<file path="src/rtl/bf2_pkg.sv">
// bf2 butterfly stage: shared defaults, mode enum and counter width helper.
// Optional build macro: BF2_ROUND_EN (round-half-up when scaling).
package bf2_pkg;

  localparam int BF2_WIDTH     = 9;
  localparam int BF2_LANES     = 16;
  localparam int BF2_FRAME_LEN = 4;

  typedef enum logic {
    BF2_MODE_I  = 1'b0,
    BF2_MODE_II = 1'b1
  } bf2_mode_e;

  function automatic int bf2_cnt_w(input int n);
    return (n > 2) ? $clog2(n) : 1;
  endfunction

endpackage

</file>
<file path="src/rtl/bf2_lane.sv">
// bf2 single lane: S1 add/sub, S2 -j rotate and optional halving.
// Optional build macro: BF2_ROUND_EN (round-half-up instead of truncate).
module bf2_lane #(
  parameter int WIDTH = 9
) (
  input  logic                    clk,
  input  logic                    rst_n,
  input  logic                    ld1_i,
  input  logic                    ld2_i,
  input  logic                    rot_i,
  input  logic                    scale_i,
  input  logic signed [WIDTH-1:0] r1_i,
  input  logic signed [WIDTH-1:0] r2_i,
  input  logic signed [WIDTH-1:0] q1_i,
  input  logic signed [WIDTH-1:0] q2_i,
  output logic signed [WIDTH:0]   r_add_o,
  output logic signed [WIDTH:0]   r_sub_o,
  output logic signed [WIDTH:0]   q_add_o,
  output logic signed [WIDTH:0]   q_sub_o
);

  localparam int OW = WIDTH + 1;

  logic signed [OW-1:0] r1x, r2x, q1x, q2x;
  logic signed [OW-1:0] ra1_q, rs1_q, qa1_q, qs1_q;
  logic signed [OW-1:0] ra1_d, rs1_d, qa1_d, qs1_d;
  logic signed [OW-1:0] rs_rot, qs_rot;
  logic signed [OW-1:0] ra2_q, rs2_q, qa2_q, qs2_q;

  // One guard bit keeps x+1 exact before the shift.
  function automatic logic signed [OW-1:0] half(
    input logic signed [OW-1:0] x,
    input logic                 en
  );
    logic [OW:0] t;
    t = {x[OW-1], x};
`ifdef BF2_ROUND_EN
    t = t + {{OW{1'b0}}, 1'b1};
`else
    t = t;
`endif
    return en ? t[OW:1] : x;
  endfunction

  assign r1x = {r1_i[WIDTH-1], r1_i};
  assign r2x = {r2_i[WIDTH-1], r2_i};
  assign q1x = {q1_i[WIDTH-1], q1_i};
  assign q2x = {q2_i[WIDTH-1], q2_i};

  assign ra1_d = r1x + r2x;
  assign rs1_d = r1x - r2x;
  assign qa1_d = q1x + q2x;
  assign qs1_d = q1x - q2x;

  assign rs_rot = rot_i ? qs1_q : rs1_q;
  assign qs_rot = rot_i ? -rs1_q : qs1_q;

  always_ff @(posedge clk or negedge rst_n) begin
    if (!rst_n) begin
      ra1_q <= '0;
      rs1_q <= '0;
      qa1_q <= '0;
      qs1_q <= '0;
    end else if (ld1_i) begin
      ra1_q <= ra1_d;
      rs1_q <= rs1_d;
      qa1_q <= qa1_d;
      qs1_q <= qs1_d;
    end
  end

  always_ff @(posedge clk or negedge rst_n) begin
    if (!rst_n) begin
      ra2_q <= '0;
      rs2_q <= '0;
      qa2_q <= '0;
      qs2_q <= '0;
    end else if (ld2_i) begin
      ra2_q <= half(ra1_q, scale_i);
      rs2_q <= half(rs_rot, scale_i);
      qa2_q <= half(qa1_q, scale_i);
      qs2_q <= half(qs_rot, scale_i);
    end
  end

  assign r_add_o = ra2_q;
  assign r_sub_o = rs2_q;
  assign q_add_o = qa2_q;
  assign q_sub_o = qs2_q;

endmodule

</file>
<file path="src/rtl/bf2_stage.sv">
// bf2 radix-2^2 butterfly stage: handshake, beat counter, lane array.
// Optional build macro: BF2_ROUND_EN (rounded scaling in bf2_lane).
module bf2_stage
  import bf2_pkg::*;
#(
  parameter int WIDTH     = BF2_WIDTH,
  parameter int LANES     = BF2_LANES,
  parameter int FRAME_LEN = BF2_FRAME_LEN
) (
  input  logic                                  clk,
  input  logic                                  rst_n,
  input  logic                                  in_valid,
  output logic                                  in_ready,
  input  logic                                  mode_i,
  input  logic                                  scale_i,
  input  logic signed [LANES-1:0][WIDTH-1:0]    din_r1,
  input  logic signed [LANES-1:0][WIDTH-1:0]    din_r2,
  input  logic signed [LANES-1:0][WIDTH-1:0]    din_q1,
  input  logic signed [LANES-1:0][WIDTH-1:0]    din_q2,
  output logic                                  out_valid,
  input  logic                                  out_ready,
  output logic                                  out_last,
  output logic signed [LANES-1:0][WIDTH:0]      dout_r_add,
  output logic signed [LANES-1:0][WIDTH:0]      dout_r_sub,
  output logic signed [LANES-1:0][WIDTH:0]      dout_q_add,
  output logic signed [LANES-1:0][WIDTH:0]      dout_q_sub,
  output logic [bf2_cnt_w(FRAME_LEN)-1:0]       beat_idx_o
);

  localparam int IW = bf2_cnt_w(FRAME_LEN);
  localparam logic [IW-1:0] LAST = IW'(FRAME_LEN - 1);
  localparam logic [IW-1:0] HALF = IW'(FRAME_LEN / 2);

  logic          v1_q, v2_q;
  logic [IW-1:0] cnt_q, cnt_d;
  logic [IW-1:0] idx1_q, idx2_q;
  bf2_mode_e     mode1_q;
  logic          scale1_q;
  logic          adv1, adv2, in_fire, ld2, rot;

  assign adv2    = out_ready | ~v2_q;
  assign adv1    = ~v1_q | adv2;
  assign in_fire = in_valid & adv1;
  assign ld2     = adv2 & v1_q;
  assign rot     = (mode1_q == BF2_MODE_II) && (idx1_q >= HALF);
  assign cnt_d   = (cnt_q == LAST) ? '0 : cnt_q + IW'(1);

  always_ff @(posedge clk or negedge rst_n) begin
    if (!rst_n) begin
      v1_q     <= 1'b0;
      v2_q     <= 1'b0;
      cnt_q    <= '0;
      idx1_q   <= '0;
      idx2_q   <= '0;
      mode1_q  <= BF2_MODE_I;
      scale1_q <= 1'b0;
    end else begin
      if (adv1) v1_q <= in_valid;
      if (adv2) v2_q <= v1_q;
      if (in_fire) begin
        cnt_q    <= cnt_d;
        idx1_q   <= cnt_q;
        mode1_q  <= mode_i ? BF2_MODE_II : BF2_MODE_I;
        scale1_q <= scale_i;
      end
      if (ld2) idx2_q <= idx1_q;
    end
  end

  assign in_ready   = adv1;
  assign out_valid  = v2_q;
  assign beat_idx_o = idx2_q;
  assign out_last   = (idx2_q == LAST);

  for (genvar g = 0; g < LANES; g++) begin : g_lane
    bf2_lane #(.WIDTH(WIDTH)) u_lane (
      .clk     (clk),
      .rst_n   (rst_n),
      .ld1_i   (in_fire),
      .ld2_i   (ld2),
      .rot_i   (rot),
      .scale_i (scale1_q),
      .r1_i    (din_r1[g]),
      .r2_i    (din_r2[g]),
      .q1_i    (din_q1[g]),
      .q2_i    (din_q2[g]),
      .r_add_o (dout_r_add[g]),
      .r_sub_o (dout_r_sub[g]),
      .q_add_o (dout_q_add[g]),
      .q_sub_o (dout_q_sub[g])
    );
  end

endmodule
</file>
<file path="config.mk">
export PLATFORM = sky130hd
export DESIGN_NAME = bf2_stage
export DESIGN_NICKNAME = d
export VERILOG_FILES = /design/src/rtl/bf2_pkg.sv /design/src/rtl/bf2_lane.sv /design/src/rtl/bf2_stage.sv
export SDC_FILE = /design/constraint.sdc
export NUM_CORES = 2
export LEC_CHECK = 0
export CORE_AREA = 3 3 471 473
export CTS_CLUSTER_DIAMETER = 50
export DETAILED_ROUTE_END_ITERATION = 6
export DIE_AREA = 0 0 474 476
export GPL_TIMING_DRIVEN = 0
export PLACE_DENSITY_LB_ADDON = 0.2
export SYNTH_ARGS = -nofsm -noshare
export SYNTH_HDL_FRONTEND = slang
export SYNTH_SLANG_ARGS = --single-unit
</file>
<file path="constraint.sdc">
create_clock -name clk -period 1.86 [get_ports clk]
set_input_delay 0.465 -clock clk [delete_from_list [all_inputs] [get_ports clk]]
set_output_delay 0.465 -clock clk [all_outputs]
set_load 0.02 [all_outputs]
</file>
### After elaboration in Yosys (flattened, before gate mapping)

Index checks and enable logic that the tools add are counted.

| cells by class | value |
|---|---|
| equality and inequality tests | 2 |
| multiply operators | 0 |
| $add $sub $neg | 81 |
| reductions and logical operators | 1 |
| shift-type cells | 0 |
| magnitude comparators | 1 |
| bitwise gates (word level) | 6 |
| divide/modulo/power cells | 0 |
| mux-type cells | 98 |

Operator list:

| kind | number |
|---|---|
| 9-bit 2-to-1 mux | 64 |
| 9-bit by 9-bit adder with 10-bit output | 32 |
| 10-bit 2-to-1 mux | 32 |
| 9-bit by 9-bit subtractor with 10-bit output | 32 |
| 10-bit negator | 16 |
| 2-bit equality test, second input constant | 2 |
| 2-bit by 1-bit adder with 2-bit output, second input constant | 1 |
| 1-bit bitwise AND | 2 |
| 2-bit >= comparator, second input constant | 1 |
| 2-bit 2-to-1 mux | 1 |
| 1-bit NOT | 2 |
| 1-bit bitwise OR | 2 |
| 1-bit logical AND | 1 |
| 1-bit 2-to-1 mux | 1 |

| word-level totals | value |
|---|---|
| bits in writable memories | 0 |
| bits in latches | 0 |
| word-level logic and storage cells | 324 |
| ROM bits | 0 |
| input bits | 582 |
| memories | 0 |
| register bits after elaboration | 1290 |
| output and inout bits | 645 |

### Longest topological paths before layout

| logic depth | value |
|---|---|
| word-level depth | 4 |
| depth in mapped cells | 9 |

### Cells and area by module

Synthesis repeated with hierarchy kept, for this count alone.

| unflattened totals | value |
|---|---|
| cell total of the unflattened synthesis | 8505 |
| area total of the unflattened synthesis | 84055.6 um^2 |

Modules (own cells, without submodules):

| module | cells each | seq. area each (um^2) | area each (um^2) | instances |
|---|---|---|---|---|
| bf2_lane at g_lane[10].u_lane ... | 532 | 1951.9 | 5213.8 | 8 |
| bf2_lane at g_lane[0].u_lane ... | 532 | 1951.9 | 5255.0 | 2 |
| bf2_lane at g_lane[6].u_lane ... | 524 | 1951.9 | 5232.5 | 2 |
| bf2_lane at g_lane[5].u_lane | 525 | 1951.9 | 5237.5 | 1 |
| bf2_lane at g_lane[9].u_lane | 524 | 1951.9 | 5236.3 | 1 |
| bf2_lane at g_lane[14].u_lane | 533 | 1951.9 | 5222.5 | 1 |
| bf2_lane at g_lane[8].u_lane | 525 | 1951.9 | 5220.0 | 1 |
| bf2_stage | 30 | 250.2 | 454.2 | 1 |

### Worst setup path after synthesis

No wires, ideal clock.

| timing | value |
|---|---|
| path kind | input port to flip-flop |
| start point | input port din_r1[0] (netlist bit) |
| end point | register g_lane[0].u_lane.ra1_q[6] |
| data required time | 1.736 ns |
| buffers on the path | 0 |
| setup slack | -0.382 ns |
| arrival time | 2.118 ns |
| setup time | 0.124 ns |
| stages | 8 |
| cell sequence | ha_1 inv_1 fa_1 or2_2 a221oi_1 o21bai_1 and3_1 o31a_1 |

| on the way | value |
|---|---|
| cells in the longest elaborated chain, start to end | 1 |

RTL lines:

| what | RTL line | text |
|---|---|---|
| start, declared | bf2_stage.sv:16 | `input logic signed [LANES-1:0][WIDTH-1:0] din_r1,` |
| 9-bit by 9-bit adder with 10-bit output | bf2_lane.sv:50 | `assign ra1_d = r1x + r2x;` |
| end signal, assigned | bf2_lane.sv:65 | `ra1_q <= ra1_d;` |
| end, declared | bf2_lane.sv:25 | `logic signed [OW-1:0] ra1_q, rs1_q, qa1_q, qs1_q;` |

Every way passes these cells.
A chain may end at the register's enable or synchronous reset.

### Final worst setup path

| timing | value |
|---|---|
| start point | register v1_q |
| end point | output port in_ready |

| on the way | value |
|---|---|
| cells in the longest elaborated chain, start to end | 2 |

RTL lines:

| what | RTL line | text |
|---|---|---|
| start, declared | bf2_stage.sv:34 | `logic v1_q, v2_q;` |
| start signal, assigned | bf2_stage.sv:58 | `if (adv1) v1_q <= in_valid;` |
| 1-bit NOT | bf2_stage.sv:42 | `assign adv1 = ~v1_q \| adv2;` |
| 1-bit bitwise OR | bf2_stage.sv:42 |  |
| end, declared | bf2_stage.sv:13 | `output logic in_ready,` |

Every way passes these cells.

==> key figures <==
Synthesis
  – Synth Cell Area: about 80000 um^2
  – Async set-reset flop share out of synthesis: 100.0%
  – Synth top area cells: dfrtp_1, ha_1, nand2_1
  – Mean post-synth cell area: 8.744 um^2
  – Post-synth EDFFs: 0
  – Yosys synthesis warning count: 0
  – Yosys reg bits: 1258
  – Synth area leader: dfrtp_1
  – Most frequent cell after synthesis: nand2_1
  – Post-synthesis sequential area ratio: 38.81%
  – Synth Instances: 9278
  – Post-synth top cells: nand2_1, dfrtp_1, o21ai_0
  – Synth unique cells: 73
  – Top_reg_cell synth: dfrtp_1
  – Synth top area share: 38.81%
  – Syn_nets: 10520

Power and ir drop
  – Leak: 51.22 nW
  – Pwr dens: 1213 nW/um^2
  – Worst vdd ir: 991.3 uV

Timing
  – Tmin final: approximately 2.3 ns
  – PnR worst setup slack: -0.4728 ns
  – Worst-margin pin slew: between 1 and 1.5 ns
  – Fmax: between 0.4 and 0.5 GHz
  – Worst Skew: 0.03693 ns
  – RSZ-0062 raised after global routing: yes
  – Slew HR: 12.72%
  – Final setup violating endpoints: 1871
  – Fin. max-slew vios: 0
  – Final Hold Vio Count: 155
  – Hold slack: -0.4859 ns
  – Final TNS setup: -394.75 ns
  – Period utilization: 125.4%

Worst setup path
  – CP Class: reg2out
  – R2r worst-path depth: 9
  – Critical path required time: between 1 and 1.5 ns
  – Crit path launch: v1_q
  – Worst-path maximum fanout: 3
  – Crit path cell chain: nand3b_1, buf_6, buf_6, buf_6
  – Worst reg-to-reg setup slack: -0.44 ns
  – Type of origin of the critical path: flop
  – Worst setup EP type: primary output
  – Max incr delay on CP: 0.48 ns
  – RR Endpoint: g_lane[13].u_lane.ra1_q[9]
  – WP data arrival: 1.87 ns
  – R2r startpoint: v1_q
  – Critical path's slowest cell: dfrtp_2
  – Cell mode on critical path: buf_6

Clock tree
  – Sink Count: ~1300
  – TritonCTS clock tree: built
  – Cts bufs inserted: between 150 and 200
  – Max H-tree Level: 4
  – Clock Path Buffers: 3
  – Worst skew pair latency: 0.86 ns
  – CTS Root Cell: clkbuf_16
  – Clock slew at reported path FFs: 0.06 ns

Cells and area
  – Utilization after layout: 51.37%
  – Layout area overhead: 37.64%
  – Design Area, Final: 111700 um^2
  – Non-Filler Instances: 13930
  – Fin nets: 12100
  – Share of cells above drive strength 1: 15.64%

Die
  – Die X: 474 um
  – Starting density of the core: 37.32%
  – Cell Rows: approximately 170
  – Die Y: 476 um
  – Die footprint: 225600 um^2
  – CORE AREA: 217400 um^2
  – I/O pin count: 1227

Run status
  – Failing checks: design-rule violations, negative hold slack, negative setup slack
  – Status: finished, violations left

Routing
  – Post-route ant nets: 0
  – 1st-pass router iterations: 7
  – DR iter-0 viols: approximately 9000
  – # DRC: 1
  – Vias per cell: 5.917
  – Routed Wire Length: 477800 um
  – DR WL/cell: 34.29 um
  – Via count: 82450

Global routing
  – Remaining global-route overflow: 0
  – Total GRT Usage: approximately two fifths
  – Largest net degree at the start of global routing: 159
  – Initial antenna violation count: 113
  – Vias in the first global route: ~78000
  – First-pass GRT wire length: 633100 um

Placed design
  – Final GP Congestion: between 0.9 and 1
  – Post-DP HPWL: 362400 um
  – Post-DP Area: 98810 um^2
  – Port Buffers: 1226
  – Placed cell count: 13370

Hold path
  – Hold Path Class: in2async

Job
  – Max-cap violations: 0
[report_power, final]
group	internal [mW]	switching (mW)	leakage (nW)	total [mW]
Combinational	19.5	35.2	32.7	54.8
Clock	22.6	15.4	3.24	38.0
Sequential	34.7	8.03	15.3	42.7
Total	76.8	58.6	51.2	135
[layer usage]
layer / vias to the layer above / global-route usage [%] / wire [um]
li1: 35390 / - / -
met1: 40900 / 49.14 / 180800
met2: 4861 / 60.57 / 205300
met3: 1242 / 12.71 / 51530
met4: 58 / 28.33 / 39820
met5: - / 0 / 355
[per-stage QoR]
step | hold slack (ns) | power [mW] | worst slack [ns]
after floorplan | 0.1694 | 64.38 | -0.2262
after global placement | 0.4532 | 93.21 | -59.39
after detailed placement | 0.4273 | 93.87 | -2.756
after CTS | -0.4730 | 130.0 | -0.4333
after global routing | -0.4505 | 139.5 | -0.4682
final | -0.4859 | 135.4 | -0.4728
[layout make-up]
| cell class | instances | area [um^2] |
|---|---|---|
| Timing Repair Buffer | 1405 | 14240 |
| Clock inverter | 122 | 1328 |
| Clock buffer | 236 | 5296 |
| Multi-Input combinational cell | 6908 | 48110 |
| Fill cell | 20560 | 105700 |
| Antenna cell | 53 | 132.6 |
| Inverter | 564 | 2230 |
| Sequential cell | 1258 | 31550 |
| Tap cell | 2854 | 3571 |
| Buffer | 534 | 5205 |
[state kept, by name (all words and copies together) (netlist names), 2 cells and up]
| register | count |
|---|---|
| cnt_q | 2 |
| g_lane.u_lane.q_add_o | 160 |
| g_lane.u_lane.ra1_q | 144 |
| g_lane.u_lane.r_sub_o | 160 |
| beat_idx_o | 2 |
| g_lane.u_lane.qs1_q | 160 |
| g_lane.u_lane.r_add_o | 160 |
| g_lane.u_lane.rs1_q | 160 |
| g_lane.u_lane.qa1_q | 144 |
| g_lane.u_lane.q_sub_o | 160 |
| idx1_q | 2 |
[how the worst max path moves through the flow]
stage	end	cells past startpoint	slack [ns]
floorplan	g_lane[5].u_lane.qa1_q[6]	8	-0.23
global placement	g_lane[0].u_lane.r_add_o[4]	1	-59.39
detailed placement	g_lane[5].u_lane.qs1_q[5]	8	-2.76
CTS	in_ready	4	-0.43
global route	g_lane[12].u_lane.qs1_q[9]	9	-0.47
finish	in_ready	4	-0.47
[cells by family after synthesis]
group                      after synthesis  synth area share [%]
AOI/OAI and AO/OA                     2447                 18.72
DFF                                   1258                 38.81
xor gates and xnor gates               432                 4.664
adders and majority gates              657                 10.73
muxes                                  384                 4.781
and+or+nand+nor                       2988                 16.79
buffers and inverters                 1112                 5.519
[worst max-delay path: cells and delay by family, from the launching register on]
family        cells  cell delay, ns
simple gates      1            0.12
flops             1            0.48
buf+inv           3            0.40
[cell usage in the layout (no fill, tap or decap), drive strengths merged, types with 356 or more instances in the layout]
cell,instances
buf,504
dlygate4sd2,580
nand2,1671
dfrtp,1258
a21oi,476
o21ai,1034
ha,593
mux2i,356
clkdlybuf4s50,577
nor2,478
inv,599
clkbuf,487
[what timing repair did]
item                                   4_1_cts  5_1_grt
pin swaps                                    4       93
endpoints found under the hold margin       97       97
cloned                                       7       26
gates resized for setup                   1390     1222
setup buffers                               26      108
setup endpoints to repair                 2329     2180
Power figures use the tool's default switching activity.
